<file path="src/rtl/keypad_scanner_pkg.sv">
// Shared types and constants for the 4x4 keypad scanner.
// Column classification helpers are shared by the scanner FSM.
package keypad_scanner_pkg;

    typedef enum logic [1:0] {
        SCAN,
        DEBOUNCE,
        HELD,
        RELEASE
    } state_t;

    typedef enum logic [1:0] {
        COLS_NONE,
        COLS_SINGLE,
        COLS_MULTI
    } col_class_t;

    localparam int         KEY_W     = 4;
    localparam logic [3:0] ROW_RESET = 4'b1110;
    localparam logic [3:0] COL_IDLE  = 4'b1111;

    function automatic col_class_t col_classify(input logic [3:0] c);
        int lows;
        lows = $countones(~c);
        if (lows == 0)
            return COLS_NONE;
        else if (lows == 1)
            return COLS_SINGLE;
        else
            return COLS_MULTI;
    endfunction

    // Index of the lowest low bit; only meaningful when exactly one bit is low.
    function automatic logic [1:0] low_index(input logic [3:0] v);
        if (!v[0])
            return 2'd0;
        else if (!v[1])
            return 2'd1;
        else if (!v[2])
            return 2'd2;
        else
            return 2'd3;
    endfunction

endpackage

</file>
<file path="src/rtl/tick_divider.sv">
// Free-running divider producing a one-cycle tick every CLK_DIV clkin cycles.
// Shared with the display multiplexer so both scan at the same rate.
module tick_divider #(
    parameter int CLK_DIV = 100000
) (
    input  logic clkin,
    input  logic rst,
    output logic tick
);

    localparam int CNT_W = (CLK_DIV > 1) ? $clog2(CLK_DIV) : 1;
    localparam logic [CNT_W-1:0] CNT_LAST = CNT_W'(CLK_DIV - 1);

    logic [CNT_W-1:0] cnt;

    always_ff @(posedge clkin or posedge rst) begin
        if (rst)
            cnt <= '0;
        else if (cnt == CNT_LAST)
            cnt <= '0;
        else
            cnt <= cnt + 1'b1;
    end

    assign tick = (cnt == CNT_LAST);

endmodule

</file>
<file path="src/rtl/keypad_scanner.sv">
// 4x4 active-low matrix keypad scanner with press/release debounce.
// Emits {row,col} key codes with a one-cycle valid pulse and a held level.
//
//   state    | meaning
//   ---------+--------------------------------------------------------
//   SCAN     | rotating the driven row, looking for a single low column
//   DEBOUNCE | row locked, counting ticks with an unchanged column pattern
//   HELD     | press accepted, key_down high, waiting for all columns high
//   RELEASE  | counting ticks with all columns high before unlocking
module keypad_scanner
    import keypad_scanner_pkg::*;
#(
    parameter int CLK_DIV        = 100000,
    parameter int DEBOUNCE_TICKS = 10
) (
    input  logic             clkin,
    input  logic             rst,
    input  logic [3:0]       col_n,
    output logic [3:0]       row_n,
    output logic [KEY_W-1:0] key_code,
    output logic             key_valid,
    output logic             key_down
);

    localparam int DCNT_W = $clog2(DEBOUNCE_TICKS) + 1;
    localparam logic [DCNT_W-1:0] DCNT_LAST = DCNT_W'(DEBOUNCE_TICKS - 1);

    logic tick;

    tick_divider #(
        .CLK_DIV(CLK_DIV)
    ) u_tick_divider (
        .clkin(clkin),
        .rst  (rst),
        .tick (tick)
    );

    logic [3:0] col_meta;
    logic [3:0] cs;

    always_ff @(posedge clkin or posedge rst) begin
        if (rst) begin
            col_meta <= COL_IDLE;
            cs       <= COL_IDLE;
        end else begin
            col_meta <= col_n;
            cs       <= col_meta;
        end
    end

    state_t            state, state_nx;
    logic [3:0]        row_nx;
    logic [3:0]        pat, pat_nx;
    logic [KEY_W-1:0]  cap_code, cap_code_nx;
    logic [DCNT_W-1:0] dcnt, dcnt_nx;
    logic [KEY_W-1:0]  key_code_nx;
    logic              key_valid_nx;
    logic              key_down_nx;
    logic [3:0]        row_adv;
    col_class_t        cs_class;

    assign row_adv  = {row_n[2:0], row_n[3]};
    assign cs_class = col_classify(cs);

    always_ff @(posedge clkin or posedge rst) begin
        if (rst) begin
            state     <= SCAN;
            row_n     <= ROW_RESET;
            pat       <= COL_IDLE;
            cap_code  <= '0;
            dcnt      <= '0;
            key_code  <= '0;
            key_valid <= 1'b0;
            key_down  <= 1'b0;
        end else begin
            state     <= state_nx;
            row_n     <= row_nx;
            pat       <= pat_nx;
            cap_code  <= cap_code_nx;
            dcnt      <= dcnt_nx;
            key_code  <= key_code_nx;
            key_valid <= key_valid_nx;
            key_down  <= key_down_nx;
        end
    end

    always_comb begin
        state_nx     = state;
        row_nx       = row_n;
        pat_nx       = pat;
        cap_code_nx  = cap_code;
        dcnt_nx      = dcnt;
        key_code_nx  = key_code;
        key_valid_nx = 1'b0;
        key_down_nx  = key_down;

        if (tick) begin
            unique case (state)
                SCAN: begin
                    if (cs_class == COLS_SINGLE) begin
                        pat_nx      = cs;
                        cap_code_nx = {low_index(row_n), low_index(cs)};
                        dcnt_nx     = '0;
                        state_nx    = DEBOUNCE;
                    end else begin
                        row_nx = row_adv;
                    end
                end
                DEBOUNCE: begin
                    if (cs == pat) begin
                        if (dcnt == DCNT_LAST) begin
                            key_code_nx  = cap_code;
                            key_valid_nx = 1'b1;
                            key_down_nx  = 1'b1;
                            state_nx     = HELD;
                        end else begin
                            dcnt_nx = dcnt + 1'b1;
                        end
                    end else begin
                        // Bounce, early release or a second key: drop it silently.
                        row_nx   = row_adv;
                        state_nx = SCAN;
                    end
                end
                HELD: begin
                    if (cs_class == COLS_NONE) begin
                        dcnt_nx  = '0;
                        state_nx = RELEASE;
                    end
                end
                RELEASE: begin
                    if (cs_class == COLS_NONE) begin
                        if (dcnt == DCNT_LAST) begin
                            key_down_nx = 1'b0;
                            row_nx      = row_adv;
                            state_nx    = SCAN;
                        end else begin
                            dcnt_nx = dcnt + 1'b1;
                        end
                    end else begin
                        state_nx = HELD;
                    end
                end
                default: state_nx = SCAN;
            endcase
        end
    end

endmodule

</file>
<file path="config.mk">
export PLATFORM = sky130hd
export DESIGN_NAME = keypad_scanner
export DESIGN_NICKNAME = d
export VERILOG_FILES = /design/src/rtl/keypad_scanner_pkg.sv /design/src/rtl/tick_divider.sv /design/src/rtl/keypad_scanner.sv
export SDC_FILE = /design/constraint.sdc
export NUM_CORES = 1
export LEC_CHECK = 0
export ABC_AREA = 1
export CORE_MARGIN = 3
export CORE_UTILIZATION = 45
export DETAILED_ROUTE_END_ITERATION = 8
export MAX_ROUTING_LAYER = met4
export PLACE_DENSITY = 0.6
export SLEW_MARGIN = 40
export SYNTH_ARGS = -nofsm -noshare
export SYNTH_HDL_FRONTEND = slang
export SYNTH_SLANG_ARGS = --single-unit
</file>
<file path="constraint.sdc">
create_clock -name clkin -period 5.9 [get_ports clkin]
set_clock_uncertainty 0.1 [all_clocks]
set_input_delay 1.18 -clock clkin [delete_from_list [all_inputs] [get_ports clkin]]
set_output_delay 1.18 -clock clkin [all_outputs]
set_load 0.02 [all_outputs]
</file>
==> summary.md <==
| Metric | Value |
|---|---|
| Outcome | `complete, no violations` |
| Slew Limit Fails | `0` |
| Unrepaired setup endpoints after global routing | `false` |
| Hold Path Class | `flop to flop` |
| Syn-to-layout area delta | `12.26%` |
| Remaining global-route overflow | `0` |
| Count of cell types in the netlist | `32` |
| Pleak | `around 1.5 nW` |
| Antenna cells | `0` |
| Initial antenna violation count | `0` |
| Slowest cell on crit path | `clkdlybuf4s50_1` |
| Final nets | `340` |
| VDD IR max | `0.0001180 V` |
| I/O pin cnt | `16` |
| Clock share of power | `between 30 and 40%` |
| CP required | `4620 ps` |
| Total chip power | `0.5873 mW` |
| Cell count after synthesis | `between 300 and 400` |
| DR pass1 iterations | `4` |
| Clk_lat worst skew | `300 ps` |
| Post-DP HPWL | `3.216 mm` |
| Max_slew headroom | `59.99%` |
| Crit start category | `flop` |
| Clk sinks | `50` |
| I/O Buffers | `15` |
| Mapped cell area | `2591 um^2` |
| Max cap viols | `0` |
| Dpl ws | `3329 ps` |
| Die X | `81.89 um` |
| RD Place Congestion | `~0.91` |
| Crit-path cells | `clkdlybuf4s50_1` |
| Antenna-violating nets left | `0` |
| Post-CTS Resized | `0` |
| Peak Freq | `361.0 MHz` |
| Net Sw Frac | `23.08%` |
| CP peak stage delay | `~600 ps` |
| Final worst path period share | `46.95%` |
| Critical path launch point | `row_n[1]` |
| Part of the Yosys area used for sequential elements | `49.01%` |
| CTS tree | `yes` |
| Internal Power | `0.4518 mW` |
| Root Driver | `clkbuf_8` |
| Crit end category | `output pin` |
| Row count | `27` |
| CTS H-tree lvls | `2` |
| Total CTS buffers | `5` |
| Worst R2R Start | `cs[0]` |
| Pin count of the biggest net entering global routing | `51` |
| Sequential share of power | `roughly three fifths` |
| Dominant cells by area after synthesis | `dfrtp_1 (34%), dfstp_2 (15%), nand2_1 (11%), inv_1 (6.4%), nand3_1 (4.6%)` |
| Minimum clock period after layout | `2770 ps` |
| Die height | `81.89 um` |
| Final wirelength | `~4.4 mm` |
| Setup Crit Path Kind | `flop to output pin` |
| Vias | `around 1900` |
| Vias per cell | `4.658` |
| Yosys top cell by area | `dfrtp_1` |
| Vias in the first global route | `between 1500 and 2000` |
| Synth warnings | `0` |
| Count of endpoints failing setup in the final report | `0` |
| Crit-path leading delay family | `buffers and inverters` |
| Post-CTS Setup Inserts | `0` |
| Syn_area_per_cell | `8.441 um^2` |
| Die area | `6705 um^2` |
| Setup TNS | `0 ps` |
| Cts hold-fix bufs | `0` |
| Core Footprint | `between 5000 and 6000 um^2` |
| Power density over the cells | `201.9 nW/um^2` |
| CP bufs+invs | `1` |
| Routed length per instance | `11.10 um` |
| Crit Path Max Fanout | `5` |
| # DRC | `0` |
| Final setup margin | `3130 ps` |
| #FFs+latches synth | `50` |
| Starting DRT DRC Count | `roughly 100` |
| Mapped Nets | `320` |
| Final Hold Viols | `0` |
| CTS Buffer Depth | `2` |
| Share of cells above drive strength 1 | `15.55%` |
| First-pass GRT wire length | `8.190 mm` |
| Crit path DAT | `1490 ps` |
| Total GRT Usage | `between 15 and 20%` |
| CTS clk-pin slew, worst paths | `90 ps` |
| Worst slew pin tran | `600.2 ps` |
| Top cell type's share of synthesized area | `33.80%` |
| HP Start | `col_meta[1]` |
| Comb power frac | `5.0%` |
| Total net switching power | `about 0.14 mW` |
| Starting Density | `46.77%` |
final timing paths:
kind                                           to  cells past startpoint  slack, ps
hold reg to reg                             cs[1]                      0        260
max in group asynchronous  u_tick_divider.cnt[11]                      2       4100
hold / removal                              cs[1]                      0        260
setup reg to reg                          dcnt[1]                     12       3320
min in group asynchronous                 dcnt[0]                      2       1190
setup / recovery                         row_n[1]                      1       3130
cell usage in the layout, fill, tap and decap left out, types with 2 or more instances in the layout:
cell | synthesis | layout
dfstp_2 | 15 | 15
nand3_1 | 24 | 24
o21ai_2 | 5 | 5
dfrtp_1 | 35 | 35
nand2_4 | 3 | 3
nand4_1 | 4 | 4
a21oi_1 | 7 | 7
nor2_4 | 3 | 3
nor2_1 | 32 | 32
clkdlybuf4s50_1 | 0 | 15
clkbuf_8 | 0 | 6
xor2_1 | 7 | 7
nor3_1 | 3 | 3
inv_2 | 2 | 2
nand2_1 | 78 | 78
inv_1 | 44 | 43
nor2_8 | 2 | 2
ha_1 | 6 | 6
or2_2 | 3 | 3
nand2_2 | 6 | 6
o21ai_0 | 11 | 11
o21ai_1 | 5 | 5
registers in the layout, summed over array words and instances (netlist names):
signal	cells
u_tick_divider.cnt	17
dcnt	5
cap_code	4
col_meta	4
cs	4
key_code	4
pat	4
row_n	4
state	2
key_down	1
key_valid	1
through the flow:
stage | instances | utilization (%) | hold slack [ps] | area (um^2)
final | 400 | 52.51 | 260.8 | 2909
after global routing | 400 | 52.51 | 268.0 | 2909
after CTS | 400 | 52.51 | 261.4 | 2909
after detailed placement | 392 | 50.86 | 248.1 | 2818
after global placement | 392 | 50.81 | 246.5 | 2815
after floorplan | 307 | - | 245.2 | 2591
routing by layer:
metal | global-route usage [%] | vias up | share of wire, %
li1 | - | 996 | -
met1 | 22.54 | 838 | 52
met2 | 23.10 | 23 | 43
met3 | 3.618 | 6 | 3.5
met4 | 5.814 | 0 | 1.6
met5 | - | - | 0
cells in the mapped netlist, drive strengths merged:
| cell | number |
|---|---|
| a21oi | 7 |
| buf | 2 |
| clkinv | 2 |
| dfrtp | 35 |
| dfstp | 15 |
| fa | 1 |
| ha | 6 |
| inv | 47 |
| nand2 | 87 |
| nand3 | 25 |
| nand4 | 4 |
| nor2 | 37 |
| nor3 | 4 |
| nor3b | 1 |
| o211ai | 1 |
| o21ai | 21 |
| o31ai | 1 |
| or2 | 3 |
| xnor2 | 1 |
| xor2 | 7 |
cell type report:
class	instances	area (um^2)
fillers	539	2631
clock inverters	1	5.005
well taps	72	90.09
inverters	49	196.4
flip-flops and latches	50	1270
clock buffers	7	86.33
repair buffers	15	150.1
multi-input cells	206	1111
power groups by stage:
stage	combinational [mW]	sequential, mW	clock [mW]
2_1_floorplan	0.0217	0.356	0
3_3_place_gp	0.0293	0.356	0
3_5_place_dp	0.0302	0.356	0
4_1_cts	0.0305	0.350	0.218
5_1_grt	0.0345	0.351	0.229
6_report	0.0295	0.350	0.208
cells by family after synthesis:
kind of cell	Yosys count	share of synthesized area, %
AO/OA/AOI/OAI	30	6.711
XOR/XNOR	8	2.704
adder cells (fa/ha/maj)	7	3.670
buffers and inverters	51	8.112
flip-flops	50	49.01
AND/OR/NAND/NOR	161	29.79
Power figures use the tool's default switching activity.
